File: src/rtl/xcom_pkg.sv
// Shared types and constants for the XCOM command initiator.
// The command record, FSM state encoding and header op-codes live here.
package xcom_pkg;

  typedef struct packed {
    logic        net;
    logic [7:0]  op;
    logic [31:0] dt;
  } xcom_cmd_t;

  typedef enum logic [1:0] {
    ST_IDLE   = 2'd0,
    ST_REQ_HI = 2'd1,
    ST_REQ_LO = 2'd2,
    ST_ABORT  = 2'd3
  } xcom_state_t;

  // Header op-codes (op[7:4]).
  localparam logic [3:0] OP_SET_ID  = 4'b0000;
  localparam logic [3:0] OP_WFLG    = 4'b0001;
  localparam logic [3:0] OP_WREG    = 4'b0010;
  localparam logic [3:0] OP_WMEM    = 4'b0011;
  localparam logic [3:0] OP_QSYNC   = 4'b1000;
  localparam logic [3:0] OP_AUTO_ID = 4'b1001;
  localparam logic [3:0] OP_QCTRL   = 4'b1011;

endpackage

File: src/rtl/xcom_cmd_fifo.sv
// First-word-fall-through command FIFO with flush and overflow flag.
// head always shows the oldest entry; a push while full is dropped.
module xcom_cmd_fifo
  import xcom_pkg::*;
#(
  parameter int DEPTH = 8,
  localparam int AW = $clog2(DEPTH)
) (
  input  logic        clk,
  input  logic        rst,
  input  logic        push,
  input  xcom_cmd_t   push_cmd,
  input  logic        pop,
  input  logic        flush,
  output xcom_cmd_t   head,
  output logic        full,
  output logic        empty,
  output logic [AW:0] count,
  output logic        overflow
);

  xcom_cmd_t     mem [DEPTH];
  logic [AW-1:0] wr_ptr;
  logic [AW-1:0] rd_ptr;
  logic [AW:0]   cnt;
  logic          do_push;
  logic          do_pop;

  assign full     = (cnt == (AW+1)'(DEPTH));
  assign empty    = (cnt == '0);
  assign count    = cnt;
  assign head     = mem[rd_ptr];
  // Flush outranks a push in the same cycle, so neither moves data then.
  assign do_push  = push && !full && !flush;
  assign do_pop   = pop && !empty && !flush;
  assign overflow = push && full && !flush;

  always_ff @(posedge clk) begin
    if (rst) begin
      wr_ptr <= '0;
      rd_ptr <= '0;
      cnt    <= '0;
    end else if (flush) begin
      wr_ptr <= '0;
      rd_ptr <= '0;
      cnt    <= '0;
    end else begin
      if (do_push) wr_ptr <= wr_ptr + 1'b1;
      if (do_pop)  rd_ptr <= rd_ptr + 1'b1;
      case ({do_push, do_pop})
        2'b10:   cnt <= cnt + 1'b1;
        2'b01:   cnt <= cnt - 1'b1;
        default: cnt <= cnt;
      endcase
    end
  end

  always_ff @(posedge clk) begin
    if (do_push) mem[wr_ptr] <= push_cmd;
  end

endmodule

File: src/rtl/xcom_cmd_issuer.sv
// XCOM command initiator: queues commands and issues each as a 4-phase
// req/ack handshake on the local or network channel, with per-phase timeout.
module xcom_cmd_issuer
  import xcom_pkg::*;
#(
  parameter int DEPTH    = 8,
  parameter int TMO_CYC  = 1024,
  parameter int ACK_SYNC = 2
) (
  input  logic                     c_clk_i,
  input  logic                     c_rst_i,
  input  logic                     push_i,
  input  logic                     push_net_i,
  input  logic [7:0]               push_op_i,
  input  logic [31:0]              push_dt_i,
  input  logic                     flush_i,
  input  logic                     clr_err_i,
  input  logic                     xcom_rdy_i,
  output logic                     cmd_loc_req_o,
  input  logic                     cmd_loc_ack_i,
  output logic                     cmd_net_req_o,
  input  logic                     cmd_net_ack_i,
  output logic [7:0]               cmd_op_o,
  output logic [31:0]              cmd_dt_o,
  output logic                     full_o,
  output logic                     empty_o,
  output logic [$clog2(DEPTH):0]   count_o,
  output logic                     busy_o,
  output logic                     done_o,
  output logic [1:0]               err_o
);

  localparam logic [15:0] TMO_LIM = 16'(TMO_CYC - 1);

  xcom_state_t state, state_nx;
  xcom_cmd_t   push_cmd, head;
  logic        empty, overflow, pop;
  logic        loc_ack, net_ack, ack_s;
  logic        sel_net, done_nx, tmo_evt, tmo, next_net;
  logic [15:0] timer;
  logic [1:0]  err;
  logic        loc_req, net_req, done;
  logic [7:0]  op;
  logic [31:0] dt;

  assign push_cmd = '{net: push_net_i, op: push_op_i, dt: push_dt_i};

  xcom_cmd_fifo #(.DEPTH(DEPTH)) u_fifo (
    .clk      (c_clk_i),
    .rst      (c_rst_i),
    .push     (push_i),
    .push_cmd (push_cmd),
    .pop      (pop),
    .flush    (flush_i),
    .head     (head),
    .full     (full_o),
    .empty    (empty),
    .count    (count_o),
    .overflow (overflow)
  );

  generate
    if (ACK_SYNC == 0) begin : g_nosync
      assign loc_ack = cmd_loc_ack_i;
      assign net_ack = cmd_net_ack_i;
    end else begin : g_sync
      logic [ACK_SYNC-1:0] loc_sh;
      logic [ACK_SYNC-1:0] net_sh;

      always_ff @(posedge c_clk_i) begin
        if (c_rst_i) begin
          loc_sh <= '0;
          net_sh <= '0;
        end else begin
          for (int i = ACK_SYNC - 1; i > 0; i--) begin
            loc_sh[i] <= loc_sh[i-1];
            net_sh[i] <= net_sh[i-1];
          end
          loc_sh[0] <= cmd_loc_ack_i;
          net_sh[0] <= cmd_net_ack_i;
        end
      end

      assign loc_ack = loc_sh[ACK_SYNC-1];
      assign net_ack = net_sh[ACK_SYNC-1];
    end
  endgenerate

  assign ack_s = sel_net ? net_ack : loc_ack;
  assign tmo   = (timer >= TMO_LIM);

  // Next-state decode; no issue while done is high keeps transactions apart.
  always_comb begin
    state_nx = state;
    pop      = 1'b0;
    done_nx  = 1'b0;
    tmo_evt  = 1'b0;
    case (state)
      ST_IDLE: begin
        if (!empty && xcom_rdy_i && !done) begin
          pop      = 1'b1;
          state_nx = ST_REQ_HI;
        end else begin
          state_nx = ST_IDLE;
        end
      end
      ST_REQ_HI: begin
        if (ack_s) begin
          state_nx = ST_REQ_LO;
        end else if (tmo) begin
          tmo_evt  = 1'b1;
          state_nx = ST_ABORT;
        end else begin
          state_nx = ST_REQ_HI;
        end
      end
      ST_REQ_LO: begin
        if (!ack_s) begin
          done_nx  = 1'b1;
          state_nx = ST_IDLE;
        end else if (tmo) begin
          tmo_evt  = 1'b1;
          state_nx = ST_IDLE;
        end else begin
          state_nx = ST_REQ_LO;
        end
      end
      ST_ABORT: begin
        if (!ack_s || tmo) begin
          state_nx = ST_IDLE;
        end else begin
          state_nx = ST_ABORT;
        end
      end
      default: state_nx = ST_IDLE;
    endcase
  end

  assign next_net = pop ? head.net : sel_net;

  always_ff @(posedge c_clk_i) begin
    if (c_rst_i) begin
      state   <= ST_IDLE;
      sel_net <= 1'b0;
      op      <= 8'h00;
      dt      <= 32'h0000_0000;
      loc_req <= 1'b0;
      net_req <= 1'b0;
      done    <= 1'b0;
      err     <= 2'b00;
      timer   <= 16'h0000;
    end else begin
      state <= state_nx;
      done  <= done_nx;
      if (pop) begin
        sel_net <= head.net;
        op      <= head.op;
        dt      <= head.dt;
      end
      loc_req <= (state_nx == ST_REQ_HI) && !next_net;
      net_req <= (state_nx == ST_REQ_HI) && next_net;
      // A fresh error event wins over a simultaneous clear.
      err     <= (clr_err_i ? 2'b00 : err) | {overflow, tmo_evt};
      if (state_nx != state) begin
        timer <= 16'h0000;
      end else if (timer != 16'hFFFF) begin
        timer <= timer + 16'd1;
      end else begin
        timer <= timer;
      end
    end
  end

  assign cmd_loc_req_o = loc_req;
  assign cmd_net_req_o = net_req;
  assign cmd_op_o      = op;
  assign cmd_dt_o      = dt;
  assign empty_o       = empty;
  assign busy_o        = (state != ST_IDLE);
  assign done_o        = done;
  assign err_o         = err;

endmodule

File: config.mk
export PLATFORM = sky130hd
export DESIGN_NAME = xcom_cmd_issuer
export DESIGN_NICKNAME = d
export VERILOG_FILES = /design/src/rtl/xcom_pkg.sv /design/src/rtl/xcom_cmd_fifo.sv /design/src/rtl/xcom_cmd_issuer.sv
export SDC_FILE = /design/constraint.sdc
export NUM_CORES = 1
export LEC_CHECK = 0
export ABC_AREA = 1
export CELL_PAD_IN_SITES_DETAIL_PLACEMENT = 1
export CELL_PAD_IN_SITES_GLOBAL_PLACEMENT = 1
export CORE_MARGIN = 4
export CORE_UTILIZATION = 35
export DETAILED_ROUTE_END_ITERATION = 10
export DONT_BUFFER_PORTS = 1
export PLACE_DENSITY_LB_ADDON = 0.1
export SLEW_MARGIN = 30
export SYNTH_ARGS = -nofsm -noshare
export SYNTH_HDL_FRONTEND = slang
export SYNTH_SLANG_ARGS = --single-unit
File: constraint.sdc
create_clock -name c_clk_i -period 6.2 [get_ports c_clk_i]
set_input_delay 0.62 -clock c_clk_i [delete_from_list [all_inputs] [get_ports c_clk_i]]
set_output_delay 0.62 -clock c_clk_i [all_outputs]
set_load 0.005 [all_outputs]
Yosys cells after proc, flatten, opt, wreduce, memory -nomap -nowiden
Memories as Yosys holds them, arrays and structs flattened. A register that Yosys moved wholly into a read port is not among the register bits.
Cells that the tools add are included.
{"block": "classes", "mux": 22, "reduce_logical": 24, "n_bitwise": 2, "magnitude_cmp": 1, "n_eq_ne": 9, "n_addsub": 5}
{"cell": "adder 16 x 1 -> 16 bit (second input constant)", "count": 1}
{"cell": ">= comparator 16 x 10 -> 1 bit (second input constant)", "count": 1}
{"cell": "inequality test 16 bit (second input constant)", "count": 1}
{"cell": "two-way mux 2 bit", "count": 6}
{"cell": "two-way mux 1 bit", "count": 11}
{"cell": "logical AND 1 bit", "count": 10}
{"cell": "one-hot mux 2 bit (4 select lines)", "count": 1}
{"cell": "one-hot mux 4 bit (2 select lines)", "count": 1}
{"cell": "adder 3 x 1 -> 3 bit (second input constant)", "count": 2}
{"cell": "== test 2 x 1 -> 1 bit (second input constant)", "count": 3}
{"cell": "== test 2 bit (second input constant)", "count": 3}
{"cell": "zero test 1 bit", "count": 6}
{"cell": "two-way mux 3 bit", "count": 2}
{"cell": "OR reduction 2 bit", "count": 3}
{"cell": "adder 4 x 1 -> 4 bit (second input constant)", "count": 1}
{"cell": "== test 4 bit (second input constant)", "count": 1}
{"cell": "zero test 4 bit", "count": 1}
{"cell": "nonzero test 2 bit", "count": 2}
{"cell": "subtractor 4 x 1 -> 4 bit (second input constant)", "count": 1}
{"cell": "zero test 2 bit", "count": 1}
{"cell": "inequality test 2 bit", "count": 1}
{"cell": "bitwise OR 2 bit", "count": 1}
{"cell": "one-hot mux 1 bit (2 select lines)", "count": 1}
{"cell": "logical OR 1 bit", "count": 1}
{"cell": "NOT 1 bit", "count": 1}
{"block": "word_totals", "ramBits": 328, "elab_cells": 78, "memories": 1, "ff_bits": 78, "output_inout_bits": 52}
{"name": "u_fifo.mem", "words": 8, "width": 41, "read_ports": 1, "rd_clocked_by_memory_dff": 1, "wr": 1, "line": "xcom_cmd_fifo.sv:22", "text": "xcom_cmd_t mem [DEPTH];"}

Logic depth before layout (Yosys ltp)
Gate-level depths: netlist of the first run.
{"block": "depth", "ltp_word": 10, "depth_mapped": 13, "mapped_depth_nobuf": 13}

Hierarchy
A second synthesis of the first run with hierarchy kept.
{"block": "unflattened", "cells_unflattened": 1393, "area_unflattened_um2": 16281.9}
{"mod": "xcom_cmd_fifo", "seq_area_each_um2": 10109.7, "instances": 1, "cells_per_inst": 1021, "area_per_inst_um2": 13426.6}
{"mod": "xcom_cmd_issuer", "seq_area_each_um2": 1361.3, "instances": 1, "cells_per_inst": 372, "area_per_inst_um2": 2855.2}

Worst setup path before layout of the first run
No wires, ideal clock.
{"block": "synth_timing", "path_kind": "input port to flip-flop", "from": "input push_i", "to": "memory u_fifo.mem[0][0] (netlist bit), enable pin", "required_ns": 5.761, "slack_ns": 2.924, "setup_ns": 0.439, "cell_stages": 6, "t_arrival_ns": 2.837, "cell_sequence": "inv_1 -> nor2_1 -> nand2_1 -> inv_1 -> nand2_1 -> nor2_1"}
{"block": "synth_via", "elab_chain_len": 4}
{"element": "start: declaration", "line": "xcom_cmd_issuer.sv:12", "text": "input logic push_i,"}
{"element": "logical AND 1 bit (2 in a row)", "line": "xcom_cmd_fifo.sv:34", "text": "assign do_push = push && !full && !flush;"}
{"element": "two-way mux 1 bit", "line": "xcom_cmd_fifo.sv:59", "text": "if (do_push) mem[wr_ptr] <= push_cmd;"}
{"element": "two-way mux 1 bit (implied by the code)", "line": "xcom_cmd_fifo.sv:59"}
{"element": "end: declaration", "line": "xcom_cmd_fifo.sv:22"}
No other way between the ends.

Worst setup path in the final report of the first run
{"block": "layout_timing", "from": "register u_fifo.cnt[0], in the netlist u_fifo.count[0]", "to": "register u_fifo.cnt[2], in the netlist u_fifo.count[2]"}
{"block": "layout_via", "elab_chain_len": 10}
{"element": "start: declaration", "line": "xcom_cmd_fifo.sv:25", "text": "logic [AW:0] cnt;"}
{"element": "start signal: assignment", "line": "xcom_cmd_fifo.sv:51", "text": "2'b10: cnt <= cnt + 1'b1;"}
{"element": "start signal: assignment", "line": "xcom_cmd_fifo.sv:52", "text": "2'b01: cnt <= cnt - 1'b1;"}
{"element": "start signal: assignment", "line": "xcom_cmd_fifo.sv:53", "text": "default: cnt <= cnt;"}
{"element": "zero test 4 bit *", "line": "xcom_cmd_fifo.sv:30", "text": "assign empty = (cnt == '0);"}
{"element": "zero test 1 bit *", "line": "xcom_cmd_fifo.sv:35, xcom_cmd_issuer.sv:100"}
{"element": "logical AND 1 bit (2 in a row)", "line": "xcom_cmd_issuer.sv:100", "text": "if (!empty && xcom_rdy_i && !done) begin"}
{"element": "two-way mux 1 bit", "line": "xcom_cmd_issuer.sv:100"}
{"element": "two-way mux 1 bit", "line": "xcom_cmd_issuer.sv:98", "text": "case (state)"}
{"element": "logical AND 1 bit * (2 in a row)", "line": "xcom_cmd_fifo.sv:35", "text": "assign do_pop = pop && !empty && !flush;"}
{"element": "net u_fifo.do_pop", "line": "xcom_cmd_fifo.sv:27", "text": "logic do_pop;"}
{"element": "== test 2 x 1 -> 1 bit or == test 2 bit (tied branches)", "line": "xcom_cmd_fifo.sv:50", "text": "case ({do_push, do_pop})"}
{"element": "one-hot mux 4 bit (2 select lines) or nonzero test 2 bit (tied branches)"}
The timed path passes the listed nets; every way through them passes the cells marked *.
A chain may end at the register's enable or synchronous reset.

==> run metrics, run 1 <==
RSZ-0062 raised after global routing=no; number of clock buffers inserted by TritonCTS=47; Hold Vio Cnt, Final=0; post-synth top area cell=sky130_fd_sc_hd__edfxtp_1; cell row count=78; clock tree sinks=409; remaining number of nets flagged by the antenna check after routing=0; antenna violations before repair=0; proportion of layout cells with a drive suffix above 1=0.0920; die width=224 um; most instantiated flip-flop cell in the synthesis netlist=sky130_fd_sc_hd__edfxtp_1; fmax=0.325 GHz; endpoint arrival time on the critical path=3.54 ns; I/O pin count=101; maximum number of pins on one net before global-route repair=82; synthesized area divided by synthesized cell count=11.4 um2; vias in the first global route=11100; hpwl dp=23300 um; synthesized area=0.0163 mm2; Slew @ Worst Pin=0.941 ns; GPL Wtd Cong=0.747; WP data required=6.66 ns; Worst Path Class, Setup=reg2reg; most common cell in the synthesized netlist=sky130_fd_sc_hd__nand2_1; delay contributed by the slowest stage of the critical path=0.55 ns; main area contributors after synthesis=sky130_fd_sc_hd__edfxtp_1, sky130_fd_sc_hd__dfxtp_1, sky130_fd_sc_hd__nand3_1; Post-synth EDFFs=328; number of buffers on the longest clock path=3; fraction of registers with async set or reset after synthesis=0; fraction of post-synthesis cell area in the top cell type by area=0.605; clock tree root driver cell=sky130_fd_sc_hd__clkbuf_16; number of H-tree levels=2; # fillers=4908; GR Overflow Total=0; count of final setup violators=0; DRT Pass-1 Iters=4; clk_skew=0.0143 ns; nets in the synthesized netlist=1493; placeable core area=0.0457 mm2; result of the run=complete, no violations; Starting Density=0.356; dpl cell area=0.0169 mm2; final routed wirelength across all metal layers=43400 um; Vias=10500; final instance area=0.0184 mm2; global-route wire length before repair=67600 um; Worst VDD drop=0.000173 V; setup TNS after final layout=0 ns; synthesis-stage register bit count=409; cell with the biggest individual delay on the critical path=sky130_fd_sc_hd__nor2_4; net total in the final layout=1481; classification of the worst-slack hold path=in2reg; post-synth cell types=30; leakage power total=6.65 nW; routed via count divided by cell count=5.09; relative area change from synthesis to final layout=13.4%; cell-by-cell listing of the critical path=nor2_1 > nand3_1 > nand3_1 > nor2_4 > inv_1 > nor2_2 > ha_1 > xor2_1 > ha_1 > a21oi_1 > xnor2_1 > o21ai_0 > inv_1; final count of pins violating max slew=0; ANT cells=0; Post-CTS Hold Fix Bufs=0; die area=0.0500 mm2; power density of the placed cells=323 mW/mm2; sort of element at the end of the critical path=register; Port Buffers=0; Maximum Capacitance Violations=0; overall global routing resource usage=0.174; post-layout minimum cycle time=3.08 ns; DRC viols=0; Max FO, Critical Path=23; number of post-CTS setup repair buffers=0; quantity of gates resized following cts=0; routed len/inst=21.1 um; vertical die dimension=224 um; startpoint types=register; initial DRC count=611; share of the cycle needed by the critical path after routing=0.497; total of warnings raised by yosys=0; Seq/Total Area, Yosys=0.705; clock tree from TritonCTS=yes; worst-case headroom to the max-slew limit=0.373; clock network latency to the later pin of the worst-skew pair=0.56 ns; top cells by instance count after synthesis=sky130_fd_sc_hd__nand2_1, sky130_fd_sc_hd__edfxtp_1, sky130_fd_sc_hd__nand3_1, sky130_fd_sc_hd__inv_1, sky130_fd_sc_hd__dfxtp_1; PnR Total Power=5.96 mW; Reg clk slew, reported paths=0.06 ns; post-synthesis instance total=1433
## report_power, final
group | switching [mW] | internal (mW) | leakage [nW]
sequential | 0.0280 | 3.00 | 3.62
combinational | 0.122 | 0.0499 | 2.26
clock | 1.10 | 1.65 | 0.765
total | 1.25 | 4.71 | 6.65
## layout make-up
cell class / count / area, um2 / area share
timing repair buffer: 18 / 155 / 0.00841
inverter: 85 / 327 / 0.0177
sequential: 409 / 11500 / 0.622
clock buffer: 57 / 1310 / 0.0708
multi-input combinational: 860 / 4190 / 0.227
clock inverter: 28 / 234 / 0.0127
tap: 600 / 751 / 0.0407
## cell usage in the layout (no fill, tap or decap), drive strengths merged
cell and n:
nand2 375, edfxtp 328, nand3 301, inv 85, dfxtp 81, clkbuf 57
nor2 57, o211ai 40, clkinv 22, nor3 22, buf 18, a21oi 16
o21ai 15, ha 11, xor2 10, xnor2 4, bufinv 4, nand4 3
o22ai 3, nand3b 2, clkinvlp 2, and3 1
## path summary, 6_finish.rpt
path                                                   start                            to  slack, ns  cells past startpoint
worst max-delay path            u_fifo.count[0]$_SDFFE_PP0P_  u_fifo.count[2]$_SDFFE_PP0P_       3.12                     13
worst min-delay path                                 c_rst_i   g_sync.loc_sh[1]$_SDFF_PP0_       0.12                      1
worst max register to register  u_fifo.count[0]$_SDFFE_PP0P_  u_fifo.count[2]$_SDFFE_PP0P_       3.12                     13
worst min register to register   g_sync.loc_sh[0]$_SDFF_PP0_   g_sync.loc_sh[1]$_SDFF_PP0_       0.40                      2
## metrics by stage
| stage | hold WS (ns) | util | cells | setup slack (ns) |
|---|---|---|---|---|
| 3_5_place_dp | 0.405 | 0.370 | 1972 | 3.09 |
| 2_1_floorplan | 0.388 | - | 1433 | 2.92 |
| 6_report | 0.120 | 0.404 | 2057 | 3.12 |
| 4_1_cts | 0.0751 | 0.404 | 2057 | 3.07 |
| 3_3_place_gp | 0.401 | 0.369 | 1971 | 3.16 |
| 5_1_grt | 0.0973 | 0.404 | 2057 | 2.78 |
## per-layer routing
layer | vias up | wire (um) | global-route usage
li1 | 4974 | - | -
met1 | 5264 | 19500 | 0.229
met2 | 174 | 20900 | 0.295
met3 | 60 | 2180 | 0.0370
met4 | 0 | 827 | 0.0453
met5 | - | 0 | 0
## state kept, by name, indices dropped and copies added (netlist names), named ones only
name / flops
u_fifo.count: 4
u_fifo.rd_ptr: 3
cmd_net_req_o: 1
u_fifo.wr_ptr: 3
sel_net: 1
timer: 16
g_sync.net_sh: 2
cmd_dt_o: 32
cmd_op_o: 8
g_sync.loc_sh: 2
err_o: 2
cmd_loc_req_o: 1
state: 2
u_fifo.mem: 328
done_o: 1
## worst max-delay path: cells and delay by family, from the launching register on
family / cells / cell delay, ns
xor gates and xnor gates: 2 / 0.40
DFF: 1 / 0.45
and+or+nand+nor: 5 / 1.13
adders and majority gates: 2 / 0.45
AOI/OAI and AO/OA: 2 / 0.22
buffers and inverters: 2 / 0.30
## logic make-up after synthesis
kind of cell	Yosys count	share of synthesized area
simple gates	761	0.208
flops	409	0.705
buf+inv	164	0.0413
compound gates	74	0.0291
xor+xnor	14	0.00754
fa+ha+maj	11	0.00846
Note: power is estimated with default switching activity, not from simulation.
==> run 2, diff against run 1 <==
==> constraint.sdc (replaced) <==
create_clock -name c_clk_i -period 2.7 [get_ports c_clk_i]
set_input_delay 0.27 -clock c_clk_i [delete_from_list [all_inputs] [get_ports c_clk_i]]
set_output_delay 0.27 -clock c_clk_i [all_outputs]
set_load 0.005 [all_outputs]
==> run 2 against run 1 <==
Non-clock buffer count increased by 57. Count of clock-buffer cells in the layout is 16 higher. Cell area is 4.0% higher. Total power up 130%. Clock skew decreased by 0.0012 ns. Global-route usage is 0.24 points lower. Register-to-register slack worse by 2.9 ns.
==> run metrics, run 2 (synthesis gave the netlist of run 1 again) <==
result of the run=complete, no violations; WL met1=20300 um; dpl cell area=0.0171 mm2; final non-filler cell total=2118; fmax=0.406 GHz; final count of pins violating max slew=0; WP data required=3.16 ns; clock network latency to the later pin of the worst-skew pair=0.57 ns; die width=224 um; Crit path max-delay family=simple AND/OR/NAND/NOR gates; antenna violations before repair=3; routed via count divided by cell count=5.00; clock tree sinks=409; post-layout minimum cycle time=2.46 ns; Port Buffers=0; endpoint arrival time on the critical path=2.92 ns; Worst Path Class, Setup=reg2reg; source of the critical timing path=u_fifo.count[2]$_SDFFE_PP0P_; cell row count=78; clock tree root driver cell=sky130_fd_sc_hd__clkbuf_16; power density of the placed cells=722 mW/mm2; vias in the first global route=11000; cell-by-cell listing of the critical path=inv_1 > nand3_1 > nand3_1 > nor2_4 > inv_1 > nor2_2 > ha_1 > xor2_1 > ha_1 > a21oi_1 > xnor2_1 > o21ai_0 > inv_1; GPL Wtd Cong=0.738; initial DRC count=623; Maximum Capacitance Violations=0; RSZ-0062 raised after global routing=no; classification of the worst-slack hold path=in2reg; remaining number of nets flagged by the antenna check after routing=0; number of post-CTS setup repair buffers=0; sort of element at the end of the critical path=register; leakage power total=6.95 nW; Slew @ Worst Pin=0.716 ns; Post-Route Utilization=0.420; internal reg-to-reg setup slack=0.24 ns; die area=0.0500 mm2; startpoint types=register; GR Overflow Total=0; global-route wire length before repair=66900 um; Critical Path Most Common Cell=sky130_fd_sc_hd__inv_1; number of H-tree levels=2; Worst VDD drop=0.000441 V; amount of wire on met3 after detailed routing=1580 um; final routed wirelength across all metal layers=43400 um; Reg clk slew, reported paths=0.06 ns; Vias=10600; hold path cells=3; worst-case headroom to the max-slew limit=0.522; count of final setup violators=0; setup TNS after final layout=0 ns; top routing layer used=met5; sink of the worst hold path=timer[14]$_SDFFE_PP0P_; proportion of layout cells with a drive suffix above 1=0.0923; CP bufs+invs=3; overall global routing resource usage=0.171; capture instance of the worst register-to-register path=u_fifo.count[2]$_SDFFE_PP0P_; register ranked first by flip-flop count=u_fifo.mem; relative area change from synthesis to final layout=17.9%; source of the worst hold timing path=c_rst_i; Hold Vio Cnt, Final=0; final instance area=0.0192 mm2; number of cells in the design after placement=1981; placeable core area=0.0457 mm2; Max FO, Critical Path=6; vertical die dimension=224 um; I/O pin count=101; flip-flop count of the largest register after layout=328; leading cell type in the layout, fill and taps excluded=sky130_fd_sc_hd__nand2_1; origin of the critical flop-to-flop path=u_fifo.count[2]$_SDFFE_PP0P_; number of clock buffers inserted by TritonCTS=47; net total in the final layout=1538; cell with the biggest individual delay on the critical path=sky130_fd_sc_hd__dfxtp_1; number of buffers on the longest clock path=3; FF-to-FF path depth=13; detailed route wirelength on metal2=20600 um; delay contributed by the slowest stage of the critical path=0.39 ns; DRT Pass-1 Iters=5; share of the cycle needed by the critical path after routing=0.912; DRC viols=0; maximum number of pins on one net before global-route repair=98; Starting Density=0.356; hpwl dp=22800 um; clk_skew=0.0131 ns; clock tree from TritonCTS=yes; most frequent cells in the layout=sky130_fd_sc_hd__nand2_1, sky130_fd_sc_hd__edfxtp_1, sky130_fd_sc_hd__nand3_1; routed len/inst=20.5 um
run 2: area by class of cell:
| type | instances | area, um2 |
|---|---|---|
| Tap cell | 600 | 751 |
| Inverter | 85 | 322 |
| Clock inverter | 15 | 168 |
| Fill cell | 4837 | 26500 |
| Antenna cell | 1 | 2.50 |
| Clock buffer | 73 | 1390 |
| Timing Repair Buffer | 75 | 883 |
| Multi-Input combinational cell | 860 | 4190 |
| Sequential cell | 409 | 11500 |
run 2: worst max-delay path by stage:
stage / to / cells past startpoint
final: u_fifo.count[2]$_SDFFE_PP0P_ / 13
after global routing: u_fifo.count[2]$_SDFFE_PP0P_ / 13
after detailed placement: u_fifo.count[2]$_SDFFE_PP0P_ / 13
after global placement: u_fifo.count[2]$_SDFFE_PP0P_ / 13
after floorplan: u_fifo.mem[0][0]$_DFFE_PP_ / 6
after CTS: u_fifo.count[2]$_SDFFE_PP0P_ / 13
run 2: metal layers:
metal,up-vias,GRT usage
met2,158,0.285
met4,4,0.0487
li1,5084,-
met1,5282,0.234
met5,-,0
met3,71,0.0284
run 2: through the flow:
| step | worst slack (ns) | power, mW | hold slack (ns) |
|---|---|---|---|
| 2_1_floorplan | -0.371 | 7.37 | 0.369 |
| 4_1_cts | 0.158 | 14.1 | 0.0568 |
| 5_1_grt | 0.00849 | 14.4 | 0.100 |
| 6_report | 0.236 | 13.8 | 0.0892 |
| 3_3_place_gp | 0.294 | 7.51 | 0.341 |
| 3_5_place_dp | 0.174 | 7.52 | 0.343 |
run 2: tightest hold or removal path, stage by stage:
cell and delay (ns):
sky130_fd_sc_hd__inv_2 0.03, sky130_fd_sc_hd__nand3_4 0.24, sky130_fd_sc_hd__nor3_2 0.07
run 2: repair_timing:
| item | in CTS | in global routing |
|---|---|---|
| endpoints found under the setup margin | 0 | 1 |
| endpoints found under the hold margin | 348 | 0 |
| resized for setup | 0 | 1 |
| hold buffers | 48 | 0 |
run 2: report_power, final:
part           internal [mW]  switching [mW]
Sequential              6.90          0.0590
Clock                   3.82            2.54
Combinational          0.175           0.363
